<file path="config.mk">
export PLATFORM = sky130hd
export DESIGN_NAME = i2c_reg_writer
export DESIGN_NICKNAME = d
export VERILOG_FILES = /design/src/rtl/i2c_pkg.sv /design/src/rtl/i2c_qtr_tick.sv /design/src/rtl/i2c_reg_writer.sv
export SDC_FILE = /design/constraint.sdc
export NUM_CORES = 1
export LEC_CHECK = 0
export ABC_CLOCK_PERIOD_IN_PS = 2950
export BUFFER_PORTS_ARGS = -buffer_cell sky130_fd_sc_hd__buf_4
export CAP_MARGIN = 30
export CELL_PAD_IN_SITES_DETAIL_PLACEMENT = 0
export CELL_PAD_IN_SITES_GLOBAL_PLACEMENT = 1
export CORE_ASPECT_RATIO = 0.75
export CORE_MARGIN = 2
export CORE_UTILIZATION = 42
export CTS_BUF_LIST = sky130_fd_sc_hd__clkbuf_8
export DETAILED_ROUTE_END_ITERATION = 8
export GPL_TIMING_DRIVEN = 0
export HOLD_SLACK_MARGIN = 0.15
export PLACE_DENSITY = 0.91
export SLEW_MARGIN = 40
export SYNTH_ARGS = -nofsm -noshare
export SYNTH_HDL_FRONTEND = slang
export SYNTH_HIERARCHICAL = 1
export SYNTH_SLANG_ARGS = --single-unit
</file>
<file path="constraint.sdc">
create_clock -name i_clk -period 2.95 [get_ports i_clk]
set_clock_uncertainty 0.2 [all_clocks]
set_input_delay 0.7375 -clock i_clk [delete_from_list [all_inputs] [get_ports i_clk]]
set_output_delay 0.7375 -clock i_clk [all_outputs]
set_load 0.02 [all_outputs]
</file>
<file path="src/rtl/i2c_pkg.sv">
// i2c_pkg: FSM states, quarter-phase codes and frame length shared by i2c_reg_writer
// Contents: state_e (IDLE..STOP), Q0..Q3 quarter phases, FRAME_QTRS (quarters per full frame).
package i2c_pkg;
  typedef enum logic [3:0] {IDLE, START, ADDR, ACK1, REG, ACK2, DATA, ACK3, STOP} state_e;
  localparam logic [1:0] Q0 = 2'd0;
  localparam logic [1:0] Q1 = 2'd1;
  localparam logic [1:0] Q2 = 2'd2;
  localparam logic [1:0] Q3 = 2'd3;
  localparam int FRAME_QTRS = 116;
endpackage

</file>
<file path="src/rtl/i2c_qtr_tick.sv">
// i2c_qtr_tick: free-running QTR_DIV counter emitting a strobe on the last cycle of each SCL quarter
// Ports: i_clk clock; i_rst sync reset; i_clr restart the quarter (on accept); o_tick quarter-end strobe.
module i2c_qtr_tick #(
  parameter int QTR_DIV = 31
) (
  input  logic i_clk,
  input  logic i_rst,
  input  logic i_clr,
  output logic o_tick
);
  localparam int W = $clog2(QTR_DIV);
  logic [W-1:0] cnt_q, cnt_d;
  assign o_tick = cnt_q == W'(QTR_DIV - 1);
  always_comb cnt_d = o_tick ? '0 : cnt_q + 1'b1;
  always_ff @(posedge i_clk) cnt_q <= (i_rst || i_clr) ? '0 : cnt_d;
endmodule

</file>
<file path="src/rtl/i2c_reg_writer.sv">
// i2c_reg_writer: single-master I2C register write (START, dev+W, reg, data, STOP), MSB first
// Ports: i_clk/i_rst clock and sync reset; i_valid/o_ready request handshake with i_dev_addr,
// i_reg_addr, i_data; o_busy/o_done/o_nack status; I2C_SCL, I2C_SDA_O/I2C_SDA_OE/I2C_SDA_I bus pins.
// Define I2C_REG_WRITER_ACK_CHECK_EN to jump to STOP on a slave NACK and report it on o_nack.
module i2c_reg_writer
  import i2c_pkg::*;
#(
  parameter int QTR_DIV = 31
) (
  input  logic       i_clk,
  input  logic       i_rst,
  input  logic       i_valid,
  output logic       o_ready,
  input  logic [6:0] i_dev_addr,
  input  logic [7:0] i_reg_addr,
  input  logic [7:0] i_data,
  output logic       o_busy,
  output logic       o_done,
  output logic       o_nack,
  output logic       I2C_SCL,
  output logic       I2C_SDA_O,
  output logic       I2C_SDA_OE,
  input  logic       I2C_SDA_I
);
  state_e state_q, state_d;
  logic [1:0] qtr_q, qtr_d;
  logic [2:0] bit_q, bit_d;
  logic [6:0] dev_q, dev_d;
  logic [7:0] reg_q, reg_d, dat_q, dat_d, byte_w;
  logic nack_q, nack_d, done_q, done_d, tick, accept, is_ack, ack_smp;
  assign accept = i_valid && o_ready;
  i2c_qtr_tick #(.QTR_DIV(QTR_DIV)) u_tick (
    .i_clk (i_clk),
    .i_rst (i_rst),
    .i_clr (accept),
    .o_tick(tick)
  );
`ifdef I2C_REG_WRITER_ACK_CHECK_EN
  assign ack_smp = I2C_SDA_I;
`else
  logic unused_sda;
  assign unused_sda = I2C_SDA_I;
  assign ack_smp = 1'b0;
`endif
  assign is_ack = state_q == ACK1 || state_q == ACK2 || state_q == ACK3;
  assign byte_w = state_q == ADDR ? {dev_q, 1'b0} : state_q == REG ? reg_q : dat_q;
  assign done_d = tick && qtr_q == Q3 && state_q == STOP;
  assign o_ready = state_q == IDLE;
  assign o_busy = !o_ready;
  assign o_done = done_q;
  assign o_nack = nack_q;
  assign I2C_SDA_O = 1'b0;
  always_comb begin
    state_d = state_q;
    qtr_d = qtr_q;
    bit_d = bit_q;
    dev_d = dev_q;
    reg_d = reg_q;
    dat_d = dat_q;
    // ACK is taken on the last cycle of Q2, while SCL is still high
    nack_d = nack_q | (is_ack && qtr_q == Q2 && tick && ack_smp);
    if (accept) begin
      state_d = START;
      qtr_d = Q0;
      bit_d = 3'd7;
      dev_d = i_dev_addr;
      reg_d = i_reg_addr;
      dat_d = i_data;
      nack_d = 1'b0;
    end else if (tick && state_q != IDLE) begin
      qtr_d = qtr_q + 2'd1;
      if (qtr_q == Q3) begin
        // bit counter wraps 0 -> 7, so it is ready for the next byte without a reload
        if (state_q == ADDR || state_q == REG || state_q == DATA) bit_d = bit_q - 3'd1;
        case (state_q)
          START:   state_d = ADDR;
          ADDR:    state_d = bit_q == 3'd0 ? ACK1 : ADDR;
          ACK1:    state_d = nack_q ? STOP : REG;
          REG:     state_d = bit_q == 3'd0 ? ACK2 : REG;
          ACK2:    state_d = nack_q ? STOP : DATA;
          DATA:    state_d = bit_q == 3'd0 ? ACK3 : DATA;
          ACK3:    state_d = STOP;
          default: state_d = IDLE;
        endcase
      end
    end
  end
  always_comb begin
    I2C_SCL = qtr_q == Q1 || qtr_q == Q2;
    I2C_SDA_OE = 1'b0;
    case (state_q)
      IDLE: I2C_SCL = 1'b1;
      START: begin
        I2C_SCL = qtr_q <= Q1;
        I2C_SDA_OE = qtr_q != Q0;
      end
      STOP: begin
        I2C_SCL = qtr_q != Q0;
        I2C_SDA_OE = qtr_q <= Q1;
      end
      ACK1, ACK2, ACK3: I2C_SDA_OE = 1'b0;
      default: I2C_SDA_OE = ~byte_w[bit_q];
    endcase
  end
  always_ff @(posedge i_clk) begin
    if (i_rst) begin
      state_q <= IDLE;
      qtr_q <= Q0;
      bit_q <= '0;
      dev_q <= '0;
      reg_q <= '0;
      dat_q <= '0;
      nack_q <= 1'b0;
      done_q <= 1'b0;
    end else begin
      state_q <= state_d;
      qtr_q <= qtr_d;
      bit_q <= bit_d;
      dev_q <= dev_d;
      reg_q <= reg_d;
      dat_q <= dat_d;
      nack_q <= nack_d;
      done_q <= done_d;
    end
  end
endmodule

</file>
Yosys cells after proc, flatten, opt, wreduce, memory -nomap -nowiden
Cells that the tools add are included.

Flip-flop bits (word level): 38. Bits in latches: 0. Bits in writable memories: 0. ROM bits: 0. Input port bits: 27. Output and inout port bits: 7. Word-level logic and storage cells: 66. Memories kept: 0.

Add/sub/neg operators: 3. Multiply operators: 0. Divide/modulo/power cells: 0. $lt $le $gt $ge: 2. Equality and inequality tests: 12. Shifts and indexed selects: 0. Mux-type cells: 17. Bitwise logic cells: 1. Reduce and logical (&&, ||, !) cells: 22.

Operator list (count): case mux 4 bit (7 select lines) (1); equality test 4 x 3 -> 1 bit, second input constant (4); two-way mux 8 bit (2); two-way mux 3 bit (4); equality test 4 x 2 -> 1 bit, second input constant (2); nonzero test 2 bit (4); two-way mux 1 bit (7); case mux 1 bit (3 select lines) (2); adder 5 x 1 -> 5 bit, second input constant (1); equality test 5 bit, second input constant (1); equality test 2 bit, second input constant (2); equality test 4 x 1 -> 1 bit, second input constant (1); equality test 4 bit, second input constant (1); logical AND 1 bit (4); logical NOT 4 bit (1); logical OR 1 bit (4); less-than comparator 3 x 4 -> 1 bit, second input constant (1); AND reduction 2 bit (2); nonzero test 4 bit (1); OR reduction 2 bit (2); OR reduction 4 bit (1); binary-select mux 1 bit (select 3 bit) (1); logical NOT 3 bit (1); AND reduction 3 bit (1); 6 further kinds (6).

Depth between registers and ports, before layout
Gate-level depths: netlist of the first run.

Depth after elaboration: 7. Depth in mapped cells: 9.

Modules after synthesis
Netlist of the first run, hierarchy kept.

Modules (own cells, without submodules): i2c_reg_writer (instances 1, cells each 201, area an instance 1645.3 µm², sequential area each 660.6 µm²); i2c_qtr_tick (instances 1, cells each 20, area an instance 206.4 µm², sequential area each 100.1 µm²).

Least setup slack after synthesis of the first run
OpenSTA, ideal clock, no wires.

Path type: reg-to-output. Start point: register state_q[2]. End point: output I2C_SDA_OE. Arrival: 2.035 ns. Data required time: 2.013 ns. Path slack: -0.023 ns. Stages on the path, launching flop included: 7. Path buffers: 1. Cells stage by stage: dfxtp_1 buf_2 nor4b_4 mux4_1 mux2i_1 o211ai_1 a31oi_1.

Word-level cells in the longest chain between the ends: 7.

Ends and longest elaborated chain: start: declaration (RTL line i2c_reg_writer.sv:25) `state_e state_q, state_d;`; start signal: assignment (RTL line i2c_reg_writer.sv:116) `state_q <= state_d;`; equality test 4 x 3 -> 1 bit (RTL line i2c_reg_writer.sv:46) `assign byte_w = state_q == ADDR ? {dev_q, 1'b0} : state_q == REG ? reg_q : dat_q;`; two-way mux 8 bit (2 in a row) (RTL line i2c_reg_writer.sv:46); binary-select mux 1 bit (select 3 bit) (RTL line i2c_reg_writer.sv:102) `default: I2C_SDA_OE = ~byte_w[bit_q];`; two-way mux 1 bit (implied by the code) (RTL line i2c_reg_writer.sv:102); NOT 1 bit (RTL line i2c_reg_writer.sv:102); case mux 1 bit (3 select lines) (*) (RTL line i2c_reg_writer.sv:91) `case (state_q)`; end: declaration (RTL line i2c_reg_writer.sv:22) `output logic I2C_SDA_OE,`.

Every way passes the cells marked *; elsewhere a longest branch is shown, timed or not. The select of a mux whose other input is x is not followed.

Worst setup path in the final report of the first run
Start point: register state_q[3]. End point: output I2C_SDA_OE.

The elaborated chain is that of the path after synthesis.

==> qor.yml, run 1 <==
status: "finished, violations left"
violations: "negative setup slack"
synth_seq_cells: 38
synth_cell_type_count: 35
grt_max_degree: 12
worst_pin_slew_ns: 0.556
grt.overflow.total: 0
clockBufferDepth: 2
p_per_area_nw_per_um2: 451
final_nets: 302
num_rows: 20
drive_gt1_share_pct: 28.3
port_buffers: 30
finalSetupViolCount: 1
critPathLaunchType: "register"
async_flop_share_pct: 0
drt_drc_violations_left: 0
cp_top_family: "compound AO/OA/AOI/OAI gates"
clk_latency_ns: 0.29
ios: 34
slew_headroom_pct: 62.9
slew_viol_final: 0
rr_worst_depth: 10
register_area_sq_um: 769
worstPathRequired_ns: 2.01
drt-vias-per-instance: 5.09
crit_slowest_cell: "dfxtp_4"
placed_cells: 307
power.total_mw: 1.08
antenna_found_initial: 0
min_to: "dat_q[5]$_SDFFE_PP0P_"
drtAntennaViolNets: 0
die_w_um: 80.7
final_common_cell: "nand2_1"
seq_area_frac_synth_pct: 41.1
routed_wl_um: 4280
cts_root_buf: "clkbuf_8"
netlist_area_sq_um: 1850
min_path_cells: 2
timing.rr.end: "u_tick/cnt_q[2]$_SDFF_PP0_"
drtPass1Iterations: 4
cts_made_buffers: 5
avgSynthCellArea_sq_um: 8.38
dieArea_sq_um: 4960
place_congestion: 0.792
layout_min_cycle_time_ns: 3.17
min_path_type: "reg2reg"
worst_setup_path_end_kind: "output pin"
synth_edf_count: 0
crit_path_max_fanout: 3
vias: 1648
core-area_sq_um: 4150
cts_tree: "done"
vdd_drop_max_v: 0.000240
grt_pass1_wl_um: 7200
final_util_pct: 57.9
r2r_setup_slack_ns: 0.71
antennaDiodeCount: 0
start_util_pct: 44.6
first_global_vias: 1529
nFillCells: 392
worstSetupPathType: "reg2out"
max_stage_delay_ns: 0.36
fin_cells: 324
cts_sinks: 38
htree_num_levels: 2
worst_slack_ns: -0.223
drt_iter0_drc: 29
max_freq_ghz: 0.315
hpwlAfterDp_um: 2880
grtUsageTotal_pct: 19.2
hold_viol: 0
setup-tns-final_ns: -0.223
area_growth_pct: 29.9
ys.flop_type: "dfxtp_1"
grt_setup_unrepaired: "true"
cp_num_buf_inv: 3
yosys_warnings: 6
path_cells: "nor4b_4 -> buf_4 -> buf_6 -> mux2_4 -> o2111ai_2 -> o2111ai_2 -> a31oi_2 -> buf_4"
die_h_um: 61.5
multi_input_area_sq_um: 1050
timing.hold.worst.start: "dat_q[5]$_SDFFE_PP0P_"
final_cell_mix: "55 x nand2_1, 42 x buf_4, 35 x dfxtp_1"
cp.arrival_ns: 2.24
ctsHoldBuffers: 0
place_ws_ns: -0.244
syn_inst: 221
r2r_start: "state_q[2]$_SDFFE_PP0P_"
period_share_pct: 108
routedWlPerCell_um: 13.2
p_leak_nw: 0.973
maxCapViolCount: 0
clk_pin_slew_ns: 0.08
[how the worst max path moves through the flow]
stage	startpoint	endpoint	slack, ns	cells past startpoint
global route	state_q[3]$_SDFFE_PP0P_	I2C_SDA_OE	-0.34	8
global placement	state_q[2]$_SDFFE_PP0P_	I2C_SDA_OE	-0.22	7
finish	state_q[3]$_SDFFE_PP0P_	I2C_SDA_OE	-0.22	8
CTS	state_q[0]$_SDFFE_PP0P_	I2C_SDA_OE	-0.19	7
floorplan	state_q[2]$_SDFFE_PP0P_	I2C_SDA_OE	0.05	6
detailed placement	state_q[2]$_SDFFE_PP0P_	I2C_SDA_OE	-0.24	7
[worst register-to-register path, delay by kind of cell (launching register included)]
family	cells	cell delay (ns)
AND/OR/NAND/NOR	5	0.92
buffers and inverters	5	0.70
flip-flops	1	0.31
[report_power, final]
group	switching (mW)	internal (mW)
registers	0.0192	0.539
logic	0.0826	0.0732
clock network	0.186	0.185
total	0.287	0.797
[metrics by stage]
| stage | hold slack (ns) | cell area [sq um] |
|---|---|---|
| after floorplan | 0.230 | 1860 |
| after global placement | 0.239 | 2160 |
| after detailed placement | 0.245 | 2160 |
| after CTS | 0.258 | 2350 |
| after global routing | 0.277 | 2400 |
| final | 0.255 | 2400 |
[cells by family (layout without fill, tap and decap cells)]
family	Yosys count	after routing	synth area share, %
buffers and inverters	24	71	6.22
and+or+nand+nor	88	88	22.5
other	1	2	0.203
AOI/OAI and AO/OA	46	46	14.1
DFF	38	38	41.1
xor gates and xnor gates	6	6	2.84
muxes	11	11	8.38
adders and majority gates	7	7	4.73
[layout make-up]
| type | count | area share [%] |
|---|---|---|
| clock inverter | 2 | 0.364 |
| buffer | 15 | 3.49 |
| multi-input combinational | 160 | 43.8 |
| inverter | 8 | 1.25 |
| timing repair buffer | 40 | 12.8 |
| tap | 55 | 2.86 |
| sequential | 38 | 32.0 |
| clock buffer | 6 | 3.43 |
[cells in the mapped netlist (2+ instances only)]
cell type	number	share of area, %
mux2i_1	5	2.7
clkbuf_1	6	1.2
a31oi_1	2	0.68
nor3_1	8	2.2
o21ai_0	5	1.4
mux2_2	3	1.8
nand2b_1	2	0.68
xnor2_1	3	1.4
buf_2	5	1.4
dfxtp_1	38	41
ha_1	7	4.7
mux4_2	2	2.4
nand3_1	4	1.1
nand2_1	55	11
buf_4	5	2.0
inv_1	8	1.6
nor2_1	9	1.8
xor2_1	3	1.4
a21oi_1	31	8.4
nand3b_1	3	1.2
o2111ai_1	3	1.4
[layer usage]
layer	global-route usage [%]	up-vias	share of wire, %
met1	26.1	769	49
met5	0	-	0
li1	-	844	-
met3	5.13	5	4.1
met4	5.81	0	0.94
met2	30.5	30	46
[flip-flops by register name, summed over array words and instances, names as in the netlist]
signal,flops
state_q,4
dat_q,8
o_done,1
bit_q,3
dev_q,7
qtr_q,2
reg_q,8
u_tick/cnt_q,5
[timing repair]
action	in CTS	in global routing
pin swaps	3	4
resized for setup	17	3
setup buffers	7	3
setup endpoints to repair	1	1
No activity file was read; power rests on OpenSTA's default activity.
==> run 2: changes to the inputs <==
--- a/config.mk
+++ b/config.mk
@@ -12,12 +12,12 @@
 export CELL_PAD_IN_SITES_GLOBAL_PLACEMENT = 1
 export CORE_ASPECT_RATIO = 0.75
 export CORE_MARGIN = 2
-export CORE_UTILIZATION = 42
+export CORE_UTILIZATION = 35
 export CTS_BUF_LIST = sky130_fd_sc_hd__clkbuf_8
 export DETAILED_ROUTE_END_ITERATION = 8
 export GPL_TIMING_DRIVEN = 0
 export HOLD_SLACK_MARGIN = 0.15
-export PLACE_DENSITY = 0.91
+export PLACE_DENSITY = 0.79
 export SLEW_MARGIN = 40
 export SYNTH_ARGS = -nofsm -noshare
 export SYNTH_HDL_FRONTEND = slang
==> qor.yml, run 2 (synthesized netlist as in run 1, its figures left out) <==
status: "finished, violations left"
violations: "negative setup slack"
cts_sinks: 38
port_buffers: 30
cts_root_buf: "clkbuf_8"
ios: 34
final_common_cell: "nand2_1"
cts_made_buffers: 5
routedWlPerCell_um: 12.5
worst_setup_path_end_kind: "output pin"
timing.rr.end: "u_tick/cnt_q[3]$_SDFF_PP0_"
antenna_found_initial: 0
start_util_pct: 37.2
core-area_sq_um: 4980
antennaDiodeCount: 0
grt_pass1_wl_um: 6850
num_rows: 22
area_growth_pct: 28.8
multi_input_area_sq_um: 1050
drive_gt1_share_pct: 26.3
clk_latency_ns: 0.29
vdd_drop_max_v: 0.000266
setup-tns-final_ns: -0.234
nFillCells: 491
drtPass1Iterations: 4
final_cell_mix: "55 x nand2_1, 38 x buf_4, 35 x dfxtp_1"
slew_headroom_pct: 60.4
first_global_vias: 1445
p_leak_nw: 0.949
grtUsageTotal_pct: 15.3
drt_drc_violations_left: 0
max_freq_ghz: 0.314
hold_viol: 0
rr_worst_depth: 10
fin_cells: 334
htree_num_levels: 2
die_w_um: 88.0
p_per_area_nw_per_um2: 485
final_nets: 296
r2r_start: "state_q[2]$_SDFFE_PP0P_"
worstPathRequired_ns: 2.01
grt.overflow.total: 0
min_path_cells: 2
min_path_type: "reg2reg"
largestRegisters: "dat_q: 8 flops, reg_q: 8 flops, dev_q: 7 flops"
cp.arrival_ns: 2.25
r2r_setup_slack_ns: 0.73
layout_min_cycle_time_ns: 3.18
hpwlAfterDp_um: 2880
power.total_mw: 1.16
clockBufferDepth: 2
worst_slack_ns: -0.234
vias: 1614
crit_path_start: "state_q[1]$_SDFFE_PP0P_"
cts_tree: "done"
routed_wl_um: 4180
drtAntennaViolNets: 0
critPathLaunchType: "register"
placed_cells: 324
slew_viol_final: 0
drt-vias-per-instance: 4.83
clk_pin_slew_ns: 0.07
worstSetupEndpoint: "I2C_SDA_OE"
grt_setup_unrepaired: "true"
crit_path_max_fanout: 5
dieArea_sq_um: 5890
period_share_pct: 108
place_congestion: 0.818
place_ws_ns: -0.242
ctsHoldBuffers: 0
drt_iter0_drc: 91
register_area_sq_um: 767
final_util_pct: 47.9
grt_max_degree: 12
die_h_um: 67.0
worst_pin_slew_ns: 0.590
finalSetupViolCount: 1
worstSetupPathType: "reg2out"
maxCapViolCount: 0
==> run 2: changes by cell type in the layout (fill, tap and decap cells not counted), sizes merged <==
cell,before,now
bufinv,0,1
buf,49,43
inv,9,8
clkinv,1,0
==> run 2: metal layers <==
| layer | vias up | wire (um) | track usage, % |
|---|---|---|---|
| li1 | 830 | - | - |
| met1 | 743 | 2130 | 20.6 |
| met2 | 34 | 1830 | 24.1 |
| met3 | 7 | 179 | 3.72 |
| met4 | 0 | 40 | 4.62 |
| met5 | - | 0 | 0 |
==> run 2: area by class of cell <==
class / count / share of cell area (%)
Clock inverter: 1 / 1.26
Buffer: 15 / 3.52
Timing Repair Buffer: 34 / 10.7
Inverter: 8 / 1.26
Tap cell: 72 / 3.78
Sequential cell: 38 / 32.2
Multi-Input combinational cell: 160 / 43.9
Clock buffer: 6 / 3.46
==> run 2: worst min-delay path by stage <==
stage	end	start	slack [ns]
after floorplan	u_tick/cnt_q[0]$_SDFF_PP0_	u_tick/cnt_q[0]$_SDFF_PP0_	0.23
after global placement	dev_q[5]$_SDFFE_PP0P_	dev_q[5]$_SDFFE_PP0P_	0.24
after detailed placement	dev_q[2]$_SDFFE_PP0P_	dev_q[2]$_SDFFE_PP0P_	0.25
after CTS	dev_q[2]$_SDFFE_PP0P_	dev_q[2]$_SDFFE_PP0P_	0.26
after global routing	reg_q[6]$_SDFFE_PP0P_	reg_q[6]$_SDFFE_PP0P_	0.27
final	dev_q[2]$_SDFFE_PP0P_	dev_q[2]$_SDFFE_PP0P_	0.25
==> run 2: repair_timing <==
| item | 4_1_cts | 5_1_grt |
|---|---|---|
| buffers inserted | 4 | 0 |
| resized for setup | 14 | 0 |
| endpoints found under the setup margin | 1 | 1 |
| pin swaps | 4 | 0 |
==> run 2: power breakdown <==
| part | total [mW] | switching [mW] | internal (mW) | leakage (nW) |
|---|---|---|---|---|
| Sequential | 0.559 | 0.0199 | 0.539 | 0.313 |
| Combinational | 0.150 | 0.0784 | 0.0713 | 0.579 |
| Clock | 0.449 | 0.178 | 0.270 | 0.0573 |
==> run 2: metrics by stage <==
stage | area, sq um | hold WS [ns]
5_1_grt | 2380 | 0.272
6_report | 2380 | 0.253
2_1_floorplan | 1860 | 0.230
4_1_cts | 2380 | 0.256
3_5_place_dp | 2180 | 0.245
3_3_place_gp | 2180 | 0.240
==> run 2: critical path, stage by stage, from the launching register on <==
cell       delay, ns
dfxtp_4         0.36
nor4b_4         0.36
buf_4           0.22
mux2_4          0.32
a31oi_4         0.19
o2111ai_2       0.15
a31oi_2         0.20
buf_4           0.16
==> run 3: changes to the inputs <==
--- a/config.mk
+++ b/config.mk
@@ -6,7 +6,6 @@
 export NUM_CORES = 1
 export LEC_CHECK = 0
 export ABC_CLOCK_PERIOD_IN_PS = 2950
-export BUFFER_PORTS_ARGS = -buffer_cell sky130_fd_sc_hd__buf_4
 export CAP_MARGIN = 30
 export CELL_PAD_IN_SITES_DETAIL_PLACEMENT = 0
 export CELL_PAD_IN_SITES_GLOBAL_PLACEMENT = 1
@@ -15,9 +14,10 @@
 export CORE_UTILIZATION = 35
 export CTS_BUF_LIST = sky130_fd_sc_hd__clkbuf_8
 export DETAILED_ROUTE_END_ITERATION = 8
+export DONT_BUFFER_PORTS = 1
 export GPL_TIMING_DRIVEN = 0
 export HOLD_SLACK_MARGIN = 0.15
-export PLACE_DENSITY = 0.79
+export PLACE_DENSITY = 0.72
 export SLEW_MARGIN = 40
 export SYNTH_ARGS = -nofsm -noshare
 export SYNTH_HDL_FRONTEND = slang
==> qor.yml, run 3 (synthesized netlist as in run 1, its figures left out) <==
grt.overflow.total: 0
start_util_pct: 37.2
worstPathRequired_ns: 2.01
ios: 34
final_nets: 266
violations: "negative setup slack"
antennaDiodeCount: 0
cts_made_buffers: 5
critPathLaunchType: "register"
place_congestion: 0.774
die_w_um: 88.0
period_share_pct: 106
p_per_area_nw_per_um2: 528
min_path_cells: 2
port_buffers: 0
clk_pin_slew_ns: 0.07
routedWlPerCell_um: 13.6
vdd_drop_max_v: 0.000243
slew_headroom_pct: 63.3
final_common_cell: "nand2_1"
drt-vias-per-instance: 4.93
drtAntennaViolNets: 0
htree_num_levels: 2
drtPass1Iterations: 4
grt_max_degree: 12
r2r_start: "state_q[2]$_SDFFE_PP0P_"
dieArea_sq_um: 5890
final_util_pct: 42.9
antenna_found_initial: 0
routed_wl_um: 4140
die_h_um: 67.0
vias: 1499
worst_pin_slew_ns: 0.545
p_leak_nw: 0.794
cts_sinks: 38
min_path_type: "reg2reg"
place_ws_ns: -0.265
finalSetupViolCount: 1
min_to: "reg_q[3]$_SDFFE_PP0P_"
core-area_sq_um: 4980
grtUsageTotal_pct: 15.3
crit_path_max_fanout: 4
timing.hold.worst.start: "reg_q[3]$_SDFFE_PP0P_"
r2r_setup_slack_ns: 0.37
layout_min_cycle_time_ns: 3.12
fin_cells: 304
cp.arrival_ns: 2.19
cts_root_buf: "clkbuf_8"
drt_iter0_drc: 72
clockBufferDepth: 2
cts_tree: "done"
worst_slack_ns: -0.173
drive_gt1_share_pct: 16.4
largestRegisters: "dat_q: 8 flops, reg_q: 8 flops, dev_q: 7 flops"
multi_input_area_sq_um: 1020
nFillCells: 491
timing.rr.end: "u_tick/cnt_q[4]$_SDFF_PP0_"
grt_pass1_wl_um: 6920
final_cell_mix: "55 x nand2_1, 35 x dfxtp_1, 31 x a21oi_1"
rr_worst_depth: 10
slew_viol_final: 0
clk_latency_ns: 0.28
hold_viol: 0
worst_setup_path_end_kind: "output pin"
num_rows: 22
status: "finished, violations left"
grt_setup_unrepaired: "true"
register_area_sq_um: 767
maxCapViolCount: 0
placed_cells: 294
area_growth_pct: 15.5
first_global_vias: 1444
drt_drc_violations_left: 0
max_freq_ghz: 0.320
hpwlAfterDp_um: 2900
worstSetupPathType: "reg2out"
==> run 3: changes by cell type in the layout (fill, tap and decap cells not counted), sizes merged <==
cell	change
buf	-30
==> run 3: per-layer routing <==
| layer | vias to the layer above | share of wire [%] | track usage (%) |
|---|---|---|---|
| li1 | 765 | - | - |
| met1 | 691 | 50 | 21.0 |
| met2 | 37 | 43 | 23.2 |
| met3 | 6 | 5.8 | 4.71 |
| met4 | 0 | 1.0 | 4.04 |
| met5 | - | 0 | 0 |
==> run 3: worst max-delay path by stage <==
stage,end,slack [ns],from
2_1_floorplan,I2C_SDA_OE,0.05,state_q[2]$_SDFFE_PP0P_
3_3_place_gp,I2C_SDA_OE,-0.25,state_q[2]$_SDFFE_PP0P_
3_5_place_dp,I2C_SDA_OE,-0.27,state_q[2]$_SDFFE_PP0P_
4_1_cts,I2C_SDA_OE,-0.18,state_q[0]$_SDFFE_PP0P_
5_1_grt,I2C_SDA_OE,-0.26,state_q[0]$_SDFFE_PP0P_
6_report,I2C_SDA_OE,-0.17,state_q[0]$_SDFFE_PP0P_
==> run 3: metrics by stage <==
step	total power [mW]	setup TNS (ns)	area [sq um]	hold WS [ns]
floorplan	0.657	0	1860	0.230
global placement	0.684	-0.254	1950	0.240
detailed placement	0.685	-0.265	1950	0.248
CTS	1.14	-0.178	2130	0.258
global route	1.18	-0.265	2140	0.283
finish	1.13	-0.173	2140	0.256
==> run 3: critical path, stage by stage, from the launching register on <==
cell and delay [ns]:
dfxtp_4 0.36, nor4b_4 0.28, buf_6 0.16, mux4_2 0.48
mux2i_1 0.16, o211ai_1 0.16, a31oi_4 0.29
==> run 3: area by class of cell <==
cell class | instances | share of cell area [%]
Buffer | 15 | 3.92
Clock buffer | 6 | 3.86
Clock inverter | 1 | 1.40
Inverter | 8 | 1.40
Multi-Input combinational cell | 160 | 47.6
Sequential cell | 38 | 35.8
Tap cell | 72 | 4.21
Timing Repair Buffer | 4 | 1.75
==> run 3: what timing repair did <==
item / CTS / global route
setup buffers: 4 / 0
gates resized for setup: 12 / 1
pin swaps: 4 / 2
setup endpoints to repair: 1 / 1
hold buffers: 0 / 0
==> run 3: power by group <==
| part | internal [mW] | leakage [nW] | switching [mW] |
|---|---|---|---|
| clock network | 0.271 | 0.0573 | 0.181 |
| registers | 0.540 | 0.313 | 0.0168 |
| logic | 0.0470 | 0.423 | 0.0749 |
| total | 0.857 | 0.794 | 0.273 |
